**config.mk**
```make
export PLATFORM = sky130hd
export DESIGN_NAME = add_tree_feeder
export DESIGN_NICKNAME = d
export VERILOG_FILES = /design/src/rtl/add_tree_feeder.sv
export SDC_FILE = /design/constraint.sdc
export NUM_CORES = 1
export LEC_CHECK = 0
export BUFFER_PORTS_ARGS = -buffer_cell sky130_fd_sc_hd__buf_2
export CORE_UTILIZATION = 59
export CTS_BUF_LIST = sky130_fd_sc_hd__clkbuf_2 sky130_fd_sc_hd__clkbuf_4 sky130_fd_sc_hd__clkbuf_8
export DETAILED_ROUTE_END_ITERATION = 12
export PLACE_DENSITY = 0.82
export RECOVER_POWER = 100
export REMOVE_ABC_BUFFERS = 1
export SLEW_MARGIN = 20
export SYNTH_ARGS = -nofsm -noshare
export SYNTH_HDL_FRONTEND = slang
export SYNTH_SLANG_ARGS = --single-unit
export TNS_END_PERCENT = 10
```
**constraint.sdc**
```tcl
create_clock -name clk -period 3.3 [get_ports clk]
set_input_delay 0.66 -clock clk [delete_from_list [all_inputs] [get_ports clk]]
set_output_delay 0.66 -clock clk [all_outputs]
set_load 0.01 [all_outputs]
```
**src/rtl/add_tree_feeder.sv**
```systemverilog
// add_tree_feeder: serial-to-parallel window packer for the 26-operand add tree.
// Collects N_TAPS samples, presents them as one packed bus plus a bias word,
// and raises sum_valid when the tree output holds the sum of an accepted window.
// Optional window abort input is enabled with ADD_TREE_FEEDER_ABORT_EN.
module add_tree_feeder #(
  parameter int WIDTH    = 16,
  parameter int N_TAPS   = 25,
  parameter int TREE_LAT = 5
) (
  input  logic                    clk,
  input  logic                    rst_n,
  input  logic                    in_valid,
  output logic                    in_ready,
  input  logic [WIDTH-1:0]        in_data,
  input  logic [WIDTH-1:0]        in_bias,
`ifdef ADD_TREE_FEEDER_ABORT_EN
  input  logic                    in_abort,
`endif
  output logic                    out_valid,
  input  logic                    out_ready,
  output logic [WIDTH*N_TAPS-1:0] out_bus,
  output logic [WIDTH-1:0]        out_bias,
  output logic                    sum_valid
);

  localparam int CW = $clog2(N_TAPS);
  localparam logic [0:0] S_FILL = 1'b0;
  localparam logic [0:0] S_FULL = 1'b1;

  logic [0:0]                         state_q, state_d;
  logic [CW-1:0]                      cnt_q, cnt_d;
  logic [N_TAPS-1:0][WIDTH-1:0]       fill_q, win_d;
  logic [WIDTH-1:0]                   fill_bias_q;
  logic [WIDTH*N_TAPS-1:0]            out_bus_q, out_bus_d;
  logic [WIDTH-1:0]                   out_bias_q, out_bias_d;
  logic                               out_valid_q, out_valid_d;
  logic [TREE_LAT:1]                  vld_pipe_q;

  logic abort, beat, last, out_fire, out_free, load_new, load_pend;

`ifdef ADD_TREE_FEEDER_ABORT_EN
  assign abort = in_abort;
`else
  assign abort = 1'b0;
`endif

  assign in_ready  = (state_q == S_FILL);
  // abort wins over a beat presented in the same cycle
  assign beat      = in_valid && in_ready && !abort;
  assign last      = beat && (cnt_q == CW'(N_TAPS - 1));
  assign out_fire  = out_valid_q && out_ready;
  assign out_free  = !out_valid_q || out_fire;
  // window completing this cycle goes straight to the output register
  assign load_new  = last && out_free;
  // pending complete window moves out as soon as the output register frees
  assign load_pend = (state_q == S_FULL) && out_fire && !abort;

  // completed window as seen this cycle: buffer with the tap-24 beat bypassed in
  always_comb begin
    win_d              = fill_q;
    win_d[N_TAPS-1]    = in_data;
  end

  // FSM, tap counter and output register next state
  always_comb begin
    state_d     = state_q;
    cnt_d       = cnt_q;
    out_bus_d   = out_bus_q;
    out_bias_d  = out_bias_q;
    out_valid_d = out_valid_q;
    if (abort)
      state_d = S_FILL;
    else if (state_q == S_FILL && last && !out_free)
      state_d = S_FULL;
    else if (load_pend)
      state_d = S_FILL;
    if (abort)
      cnt_d = '0;
    else if (beat)
      cnt_d = last ? '0 : cnt_q + CW'(1);
    if (load_new) begin
      out_bus_d   = win_d;
      out_bias_d  = in_bias;
      out_valid_d = 1'b1;
    end else if (load_pend) begin
      out_bus_d   = fill_q;
      out_bias_d  = fill_bias_q;
      out_valid_d = 1'b1;
    end else if (out_fire) begin
      out_valid_d = 1'b0;
    end
  end

  // control, output register and sum-tracking tokens
  always_ff @(posedge clk) begin
    if (!rst_n) begin
      state_q     <= S_FILL;
      cnt_q       <= '0;
      out_bus_q   <= '0;
      out_bias_q  <= '0;
      out_valid_q <= 1'b0;
      vld_pipe_q  <= '0;
    end else begin
      state_q     <= state_d;
      cnt_q       <= cnt_d;
      out_bus_q   <= out_bus_d;
      out_bias_q  <= out_bias_d;
      out_valid_q <= out_valid_d;
      vld_pipe_q  <= {vld_pipe_q[TREE_LAT-1:1], out_fire};
    end
  end

  // fill buffer: pure datapath, overwritten slot by slot so no reset needed
  always_ff @(posedge clk) begin
    for (int i = 0; i < N_TAPS; i++)
      if (beat && cnt_q == CW'(i)) fill_q[i] <= in_data;
    if (last) fill_bias_q <= in_bias;
  end

  assign out_valid = out_valid_q;
  assign out_bus   = out_bus_q;
  assign out_bias  = out_bias_q;
  assign sum_valid = vld_pipe_q[TREE_LAT];

endmodule

```
==> metrics.md, run 1 <==
| Metric | Value |
|---|---|
| Run status | `finished, violations left` |
| Violated checks | `max-capacitance violations, max-slew violations` |
| Crit path kind | `reg -> reg` |
| Io pins | `455` |
| Layout cells sized above 1 | `10.0%` |
| # DRC | `0` |
| Int Power | `16300 uW` |
| Global-route wire length before repair | `109 mm` |
| DR iter-0 viols | `1791` |
| PnR Total Power | `20600 uW` |
| TritonCTS clock tree | `built` |
| Total vias in the final route | `19800` |
| Overall Global Routing Usage | `28.5%` |
| Ys async rst share | `0%` |
| Post-route ant nets | `0` |
| Leak Pwr | `0.0121 uW` |
| Die X | `228 um` |
| Nets@finish | `2861` |
| Reg clk slew, reported paths | `0.06 ns` |
| Post-Syn Area | `30000 um^2` |
| Max-cap violations | `17` |
| Total gr overflow | `0` |
| Synth warnings | `0` |
| Worst R2R Start | `cnt_q[0]` |
| RSZ-0062 raised after global routing | `false` |
| CTS Buf Count | `135` |
| Hold Crit Class | `in -> reg` |
| # setup viols final | `0` |
| Mean Syn Cell Area | `12.9 um^2` |
| Synth Flop Type | `dfxtp_1` |
| Max VDD drop | `0.367 mV` |
| Setup tns final | `0 ns` |
| R2r endpoint | `out_bus[233]` |
| Hpwl dp | `44.6 mm` |
| Layout area overhead | `16.8%` |
| WP data arrival | `3.62 ns` |
| Flop pwr share | `53.5%` |
| Area of the die | `51800 um^2` |
| Worst EP required | `3.97 ns` |
| Relative slew slack | `-50.9%` |
| Worst setup path endpoint | `out_bus[233]` |
| Postcts setup bufs | `0` |
| CORE AREA | `50200 um^2` |
| Die Height | `228 um` |
| Clock latency on the worst-skew pair | `0.77 ns` |
| Final Skew | `0.0232 ns` |
| WHS | `0.101 ns` |
| Hold Buf Count CTS | `0` |
| Tmin final | `2.95 ns` |
| Via-to-Cell Ratio | `5.50` |
| Per-cell routed wire length | `20.8 um` |
| Pwr/cell area | `588 nW/um^2` |
| Ranking of synthesized cells by area | `edfxtp_1 (42%), dfxtp_1 (29%), mux2i_1 (13%)` |
| CTS max path bufs | `3` |
| Synth Instances | `2330` |
| Routability cong. | `0.801` |
| Synth cell types | `32` |
| Vias in the first global route | `19200` |
| Post-synth top area cell | `edfxtp_1` |
| Sequential fraction of the synthesis area | `70.1%` |
| Flop2flop setup slack | `0.35 ns` |
| Final Hold Fails | `0` |
| Post-Route WL | `75.1 mm` |
| Crit-path max FO | `33` |
| IO Port Bufs | `454` |
| Crit path from | `cnt_q[0]` |
| Site row count | `82` |
| Pin count of the biggest net entering global routing | `116` |
| First drt pass iteration count | `5` |
| CTS sink cnt | `844` |
| Sw Share | `20.9%` |
| Starting density of the core | `59.9%` |
| Setup crit end kind | `flip-flop` |
| Worst-Margin Slew | `2.26 ns` |
| Reg2Reg Depth | `7` |
| CTS-repair resized insts | `0` |
| EDFF count, synth | `416` |
| Antenna violations before repair | `1` |
| Psw | `4310 uW` |
| Gate power share | `2.1%` |
| Startpoint class of the critical path | `flip-flop` |
| Fillers | `3617` |
| Clock Tree Root | `clkbuf_8` |
| Htree depth | `4` |
| Period Utilization, post-route | `89.5%` |
| Yosys reg bits | `844` |
| Slew Viols, Final | `498` |
| Fmax | `339 MHz` |
| Clock share of power | `44.4%` |
| Top-area cell type share of the netlist area | `41.6%` |
[layout by cell type (no fill, tap or decap), types with 2 or more instances in the layout]
master and instances:
a2111o_1 32, and2_0 8, and2_1 2, and3_1 5
buf_12 9, buf_2 3, buf_4 14, clkbuf_1 475
clkbuf_2 7, clkbuf_4 74, clkbuf_8 157, clkinv_1 5
clkinv_2 6, clkinvlp_4 5, dfxtp_1 428, diode_2 3
edfxtp_1 416, ha_1 5, inv_1 4, inv_6 2
mux2i_1 384, nand2_1 780, nand2b_1 3, nor2_1 10
nor2_2 9, nor2_4 2, nor3_1 5, o211a_1 32
o31a_1 32, xor2_1 2
[power by group through the flow]
stage               Sequential [uW]  Clock (uW)  Combinational [uW]
floorplan                     11300           0                88.3
global placement              11300           0                 436
detailed placement            11300           0                 450
CTS                           11000        9290                 452
global route                  11000        9780                 475
finish                        11000        9150                 439
[kinds of logic (layout without fill, tap and decap cells)]
kind of cell	Yosys count	after routing	synth area share, %
fa+ha+maj	5	5	0.208
xor+xnor	2	2	0.0583
compound gates	103	103	3.39
simple gates	830	830	10.7
mux	384	384	12.8
buf+inv	162	763	2.75
other cells	0	3	0
flops	844	844	70.1
[cells in the mapped netlist (2+ instances only)]
| cell | number |
|---|---|
| nor2b_1 | 2 |
| ha_1 | 5 |
| nor3_1 | 5 |
| o211a_1 | 32 |
| edfxtp_1 | 416 |
| dfxtp_1 | 428 |
| buf_6 | 15 |
| mux2i_1 | 384 |
| nor2_1 | 20 |
| xor2_1 | 2 |
| inv_1 | 4 |
| a2111o_1 | 32 |
| o31a_1 | 32 |
| nand2_1 | 780 |
| nand3b_4 | 2 |
| and3_1 | 5 |
| buf_2 | 7 |
| nand2b_1 | 3 |
| buf_4 | 26 |
| clkbuf_1 | 109 |
| and2_1 | 10 |
[worst min-delay path by stage]
| stage | to | from | depth (start not counted) |
|---|---|---|---|
| after global routing | fill_bias_q[7] | in_bias[7] | 1 |
| after floorplan | vld_pipe_q[2] | vld_pipe_q[1] | 1 |
| after detailed placement | vld_pipe_q[2] | vld_pipe_q[1] | 1 |
| after global placement | vld_pipe_q[2] | vld_pipe_q[1] | 1 |
| after CTS | fill_bias_q[14] | in_bias[14] | 1 |
| final | fill_bias_q[7] | in_bias[7] | 1 |
[worst max-delay path, cell delays in order, from the launching register on]
cell and delay, ns:
dfxtp_1 0.37, inv_1 0.11, ha_1 0.22, nand3b_1 0.19, o2bb2a_4 0.40, nor2_4 0.43
clkbuf_2 0.82, mux2i_1 0.31
[area by class of cell]
cell class	count	area [um^2]	share of cell area, %
Sequential cell	844	21100	60.0
Multi-Input combinational cell	1324	8190	23.3
Clock buffer	228	2690	7.68
Timing Repair Buffer	511	2140	6.10
Tap cell	672	841	2.40
Clock inverter	20	145	0.414
Inverter	4	15.0	0.0428
Antenna cell	3	7.51	0.0214
[flip-flops by register name, summed over array words and instances (netlist names)]
register and flops:
vld_pipe_q 5, cnt_q 5, fill_q 400, out_valid 1, out_bus 400, out_bias 16, fill_bias_q 16, state_q 1
[stage by stage]
| step | util, % | worst slack [ns] | instance area, um^2 | std cells |
|---|---|---|---|---|
| 2_1_floorplan | - | -13.70 | 29200 | 2172 |
| 3_3_place_gp | 65.8 | 0.600 | 33000 | 3355 |
| 3_5_place_dp | 65.8 | 0.523 | 33000 | 3355 |
| 4_1_cts | 71.4 | 0.496 | 35800 | 3603 |
| 5_1_grt | 69.9 | 0.180 | 35100 | 3603 |
| 6_report | 69.9 | 0.347 | 35100 | 3606 |
[routing by layer]
layer / GRT usage, % / vias up / wire [um]
met5: 0 / - / 13
met4: 14.5 / 2 / 2720
met3: 6.13 / 174 / 5210
met2: 46.7 / 834 / 37000
met1: 35.9 / 9770 / 30200
li1: - / 9047 / -
Note: power is estimated with default switching activity, not from simulation.
==> run 2, diff against run 1 <==
--- a/config.mk
+++ b/config.mk
@@ -11,3 +11,4 @@
 export DETAILED_ROUTE_END_ITERATION = 12
-export PLACE_DENSITY = 0.82
+export HOLD_SLACK_MARGIN = 0.02
+export PLACE_DENSITY_LB_ADDON = 0.15
 export RECOVER_POWER = 100
--- a/constraint.sdc
+++ b/constraint.sdc
@@ -3,2 +3,2 @@
 set_output_delay 0.66 -clock clk [all_outputs]
-set_load 0.01 [all_outputs]
+set_load 0.1 [all_outputs]
==> metrics.md, run 2 (synthesis results as in run 1) <==
| Metric | Value |
|---|---|
| Nets@finish | `2861 (unchanged)` |
| Die Height | `228 um (unchanged)` |
| IO Port Bufs | `454 (unchanged)` |
| Total vias in the final route | `19300 (-2.9%)` |
| Overall Global Routing Usage | `27.7% (-0.75 points)` |
| CP max-delay cell | `buf_6` |
| Max VDD drop | `0.473 mV (+29%)` |
| TritonCTS clock tree | `built` |
| Htree depth | `4 (unchanged)` |
| Worst Setup Slack, final | `0.470 ns (+0.122 ns)` |
| CTS sink cnt | `844 (unchanged)` |
| Crit-path max FO | `78 (+140%)` |
| Pin count of the biggest net entering global routing | `108 (-6.9%)` |
| Clock Tree Root | `clkbuf_8` |
| Final Skew | `0.0319 ns (+0.00869 ns)` |
| Fillers | `3760 (+4.0%)` |
| Per-cell routed wire length | `20.3 um (-2.5%)` |
| Layout cells sized above 1 | `9.60% (-0.40 points)` |
| Post-Route WL | `73.1 mm (-2.6%)` |
| Tmin final | `2.83 ns (-0.122 ns)` |
| # setup viols final | `0 (unchanged)` |
| Pwr/cell area | `583 nW/um^2 (-0.82%)` |
| Finished Layout Cells | `3601 (-0.14%)` |
| Relative slew slack | `-61.8% (-11 points)` |
| Final Hold Fails | `0 (unchanged)` |
| Global-route wire length before repair | `106 mm (-3.0%)` |
| Clock latency on the worst-skew pair | `0.78 ns (about the same)` |
| Hold Buf Count CTS | `7 (+7)` |
| RSZ-0062 raised after global routing | `false` |
| Via-to-Cell Ratio | `5.35 (-2.7%)` |
| Die X | `228 um (unchanged)` |
| Site row count | `82 (unchanged)` |
| Postcts setup bufs | `0 (unchanged)` |
| Leak Pwr | `0.0121 uW (about the same)` |
| CORE AREA | `50200 um^2 (unchanged)` |
| CP peak stage delay | `0.73 ns (-0.09 ns)` |
| Post-route ant nets | `0 (unchanged)` |
| Slew Viols, Final | `510 (+2.4%)` |
| Run status | `finished, violations left` |
| Fmax | `353 MHz (+4.3%)` |
| DP Worst Slack | `0.636 ns (+0.113 ns)` |
| Vias in the first global route | `18400 (-4.2%)` |
| DP Cell Count | `3350 (-0.15%)` |
| CTS max path bufs | `3 (unchanged)` |
| Hpwl dp | `44.0 mm (-1.5%)` |
| CTS-repair resized insts | `0 (unchanged)` |
| Starting density of the core | `59.9% (unchanged)` |
| Final Util | `70.0% (about the same)` |
| Placed cell area | `33000 um^2 (about the same)` |
| Io pins | `455 (unchanged)` |
| Worst-Margin Slew | `2.43 ns (+0.163 ns)` |
| Reg clk slew, reported paths | `0.06 ns (about the same)` |
| Most frequent cells in the layout | `nand2_1 (780), clkbuf_1 (472), dfxtp_1 (428), edfxtp_1 (416), mux2i_1 (384)` |
| Startpoint class of the critical path | `flip-flop` |
| Crit path kind | `reg -> reg` |
| Antenna violations before repair | `0 (-1)` |
| First drt pass iteration count | `6 (+1)` |
| Total gr overflow | `0 (unchanged)` |
| CTS Buf Count | `133 (-1.5%)` |
| Layout area overhead | `16.8% (about the same)` |
| Cell area after layout | `35100 um^2 (about the same)` |
| # DRC | `0 (unchanged)` |
| Worst EP required | `3.98 ns (about the same)` |
| Violated checks | `max-capacitance violations, max-slew violations` |
| Max-cap violations | `17 (unchanged)` |
| Area of the die | `51800 um^2 (unchanged)` |
| Commonest non-fill, non-tap cell in the layout | `nand2_1` |
| Setup tns final | `0 ns (unchanged)` |
| Setup crit end kind | `flip-flop` |
| Hold Crit Class | `in -> reg` |
| WP data arrival | `3.51 ns (-0.11 ns)` |
| DR iter-0 viols | `1411 (-21%)` |
| Routability cong. | `0.796 (-0.61%)` |
| Worst-path cell chain | `inv_1, ha_1, nand3b_4, o2bb2a_4, nor2_4, buf_12, buf_6, mux2i_1` |
| Period Utilization, post-route | `85.8% (-3.7 points)` |
==> run 2: cell types whose count changed in the layout (fill, tap and decap cells not counted), moves of 2 or more <==
cell / before / now
and2_1: 2 / 4
and2_0: 8 / 6
dlygate4sd3_1: 0 / 7
buf_6: 0 / 2
clkbuf_1: 475 / 472
clkbuf_4: 74 / 63
clkinv_1: 5 / 8
nor2_1: 10 / 12
==> run 2: worst paths after layout <==
| kind | startpoint | endpoint | slack (ns) | depth (start not counted) |
|---|---|---|---|---|
| worst min register to register | vld_pipe_q[3] | vld_pipe_q[4] | 0.43 | 1 |
| worst min-delay path | in_bias[9] | fill_bias_q[9] | 0.11 | 1 |
| worst max-delay path | cnt_q[1] | out_bus[99] | 0.47 | 8 |
| worst max register to register | cnt_q[1] | out_bus[99] | 0.47 | 8 |
==> run 2: final cells by class <==
cell class	instances	area (um^2)	share of cell area, %
Timing Repair Buffer	513	2210	6.29
Inverter	4	15.0	0.0428
Antenna cell	2	5.00	0.0143
Clock inverter	23	159	0.453
Tap cell	672	841	2.40
Multi-Input combinational cell	1324	8190	23.3
Sequential cell	844	21100	60.0
Clock buffer	219	2620	7.47
==> run 2: per-layer routing <==
| metal | vias up | global-route usage [%] | share of wire, % |
|---|---|---|---|
| met5 | - | 0 | 0 |
| met4 | 0 | 11.4 | 3.1 |
| met3 | 128 | 6.52 | 6.5 |
| met2 | 632 | 44.9 | 48 |
| met1 | 9459 | 36.1 | 42 |
| li1 | 9040 | - | - |
==> run 2: worst max-delay path: cells and delay by family, from the launching register on <==
kind / cells / cell delay (ns)
muxes: 1 / 0.29
and+or+nand+nor: 2 / 0.30
buffers and inverters: 3 / 1.05
adders and majority gates: 1 / 0.31
DFF: 1 / 0.34
AOI/OAI and AO/OA: 1 / 0.36
==> run 2: per-stage QoR <==
step,power (uW),hold WS (ns)
after floorplan,11300,0.412
after global placement,11700,0.421
after detailed placement,11700,0.425
after CTS,20600,0.0206
after global routing,21100,0.0861
final,20500,0.114
==> run 2: report_power, final <==
part           switching, uW  internal, uW
Combinational            363          80.6
Clock                   3890          5090
Sequential              9.33         11000
Total                   4260         16200
==> run 3, diff against run 2 <==
--- a/constraint.sdc
+++ b/constraint.sdc
@@ -3,2 +3,2 @@
 set_output_delay 0.66 -clock clk [all_outputs]
-set_load 0.1 [all_outputs]
+set_load 0.01 [all_outputs]
==> metrics.md, run 3 (synthesis results as in run 1) <==
| Metric | Value |
|---|---|
| Run status | `finished, violations left` |
| Violated checks | `max-capacitance violations, max-slew violations` |
| CTS sink cnt | `844 (unchanged)` |
| Reg2Reg Depth | `8 (unchanged)` |
| TritonCTS clock tree | `built` |
| Final Hold Fails | `0 (unchanged)` |
| # setup viols final | `0 (unchanged)` |
| Max-cap violations | `17 (unchanged)` |
| Leak Pwr | `0.0121 uW (unchanged)` |
| Die Height | `228 um (unchanged)` |
| Layout cells sized above 1 | `9.60% (unchanged)` |
| IO Port Bufs | `454 (unchanged)` |
| Clock latency on the worst-skew pair | `0.78 ns (about the same)` |
| Layout area overhead | `16.8% (unchanged)` |
| Vias in the first global route | `18400 (unchanged)` |
| Relative slew slack | `-61.8% (-0.066 points)` |
| Pwr/cell area | `583 nW/um^2 (about the same)` |
| Sw Share | `20.9% (about the same)` |
| Flop pwr share | `53.9% (about the same)` |
| Post-route ant nets | `0 (unchanged)` |
| Worst setup path endpoint | `out_bus[99]` |
| Clock share of power | `43.9% (about the same)` |
| Overall Global Routing Usage | `27.7% (unchanged)` |
| Antenna violations before repair | `0 (unchanged)` |
| Worst-path cell chain | `inv_1, ha_1, nand3b_4, o2bb2a_4, nor2_4, buf_12, buf_6, mux2i_1` |
| CP max-delay cell | `buf_6` |
| Gate power share | `2.2% (about the same)` |
| Psw | `4270 uW (about the same)` |
| # DRC | `0 (unchanged)` |
| Flop2flop setup slack | `0.47 ns (about the same)` |
| Io pins | `455 (unchanged)` |
| Crit path buf inv count | `3 (unchanged)` |
| Total vias in the final route | `19300 (+0.088%)` |
| Starting density of the core | `59.9% (unchanged)` |
| CP peak stage delay | `0.73 ns (about the same)` |
| Routability cong. | `0.796 (unchanged)` |
| Via-to-Cell Ratio | `5.35 (about the same)` |
| R2r endpoint | `out_bus[99]` |
| CP delay by family, top | `buffers and inverters` |
| Clock Tree Root | `clkbuf_8` |
| First drt pass iteration count | `6 (unchanged)` |
| RSZ-0062 raised after global routing | `false` |
| WP data arrival | `3.52 ns (about the same)` |
| Fmax | `353 MHz (-0.16%)` |
| Critical path depth | `8 (unchanged)` |
| Worst R2R Start | `cnt_q[1]` |
| CORE AREA | `50200 um^2 (unchanged)` |
| Total gr overflow | `0 (unchanged)` |
| Final Skew | `0.0318 ns (-0.0000272 ns)` |
| Tmin final | `2.83 ns (+0.00460 ns)` |
| Post-Route WL | `73.1 mm (about the same)` |
| Slew Viols, Final | `510 (unchanged)` |
| Hold Crit Class | `in -> reg` |
| Global-route wire length before repair | `106 mm (unchanged)` |
| Final Util | `70.0% (unchanged)` |
| Max VDD drop | `0.473 mV (about the same)` |
| Most frequent cells in the layout | `nand2_1 (780), clkbuf_1 (472), dfxtp_1 (428), edfxtp_1 (416), mux2i_1 (384)` |
| Die X | `228 um (unchanged)` |
| CTS max path bufs | `3 (unchanged)` |
| Crit path kind | `reg -> reg` |
| DR iter-0 viols | `1426 (+1.1%)` |
| Worst EP required | `3.98 ns (about the same)` |
| Site row count | `82 (unchanged)` |
| Crit path from | `cnt_q[1]` |
| Pin count of the biggest net entering global routing | `108 (unchanged)` |
| CTS Buf Count | `133 (unchanged)` |
| Int Power | `16200 uW (unchanged)` |
| Period Utilization, post-route | `85.9% (+0.14 points)` |
| CTS-repair resized insts | `0 (unchanged)` |
| Reg clk slew, reported paths | `0.06 ns (about the same)` |
| Nets@finish | `2861 (unchanged)` |
| Setup crit end kind | `flip-flop` |
| Hold Crit Depth | `1 (unchanged)` |
| Commonest non-fill, non-tap cell in the layout | `nand2_1` |
| Startpoint class of the critical path | `flip-flop` |
| PnR Total Power | `20500 uW (about the same)` |
| Setup tns final | `0 ns (unchanged)` |
| Area of the die | `51800 um^2 (unchanged)` |
| Crit-path max FO | `78 (unchanged)` |
| Hpwl dp | `44.0 mm (unchanged)` |
| Htree depth | `4 (unchanged)` |
| Per-cell routed wire length | `20.3 um (about the same)` |
| Worst-Margin Slew | `2.43 ns (+0.000997 ns)` |
-- run 3: per-stage QoR --
step                      cells  hold WS [ns]  worst slack [ns]  instance area [um^2]
after floorplan            2172         0.412            -13.70                 29200
after global placement     3350         0.421             0.658                 33000
after detailed placement   3350         0.425             0.636                 33000
after CTS                  3599        0.0206             0.745                 35800
after global routing       3599        0.0861             0.294                 35100
final                      3601         0.110             0.465                 35100
-- run 3: power by group through the flow --
stage,Clock (uW),Sequential (uW),Combinational [uW]
floorplan,0,11300,88.3
global placement,0,11300,438
detailed placement,0,11300,449
CTS,9150,11000,457
global route,9590,11000,482
finish,8980,11000,444
-- run 3: worst min-delay path by stage --
| stage | start | to | slack [ns] |
|---|---|---|---|
| 2_1_floorplan | vld_pipe_q[1] | vld_pipe_q[2] | 0.41 |
| 3_3_place_gp | vld_pipe_q[4] | vld_pipe_q[5] | 0.42 |
| 3_5_place_dp | vld_pipe_q[3] | vld_pipe_q[4] | 0.43 |
| 4_1_cts | in_bias[5] | fill_bias_q[5] | 0.02 |
| 5_1_grt | in_bias[11] | fill_bias_q[11] | 0.09 |
| 6_report | in_bias[9] | fill_bias_q[9] | 0.11 |
-- run 3: cell type report --
cell class,count,area (um^2)
timing repair buffer,513,2210
fill,3760,15100
antenna,2,5.00
clock buffer,219,2620
multi-input combinational,1324,8190
tap,672,841
clock inverter,23,159
inverter,4,15.0
sequential,844,21100
-- run 3: repair_timing --
action,CTS,global route
hold buffers,7,0
setup endpoints to repair,0,0
buffers inserted,0,0
hold endpoints to repair,7,0
-- run 3: per-layer routing --
metal  global-route usage (%)  vias to the layer above  part of all wire [%]
li1                         -                     9050                     -
met1                     36.1                     9480                    42
met2                     44.9                      619                    48
met3                     6.52                      127                   6.4
met4                     11.4                        0                   3.1
met5                        0                        -                     0
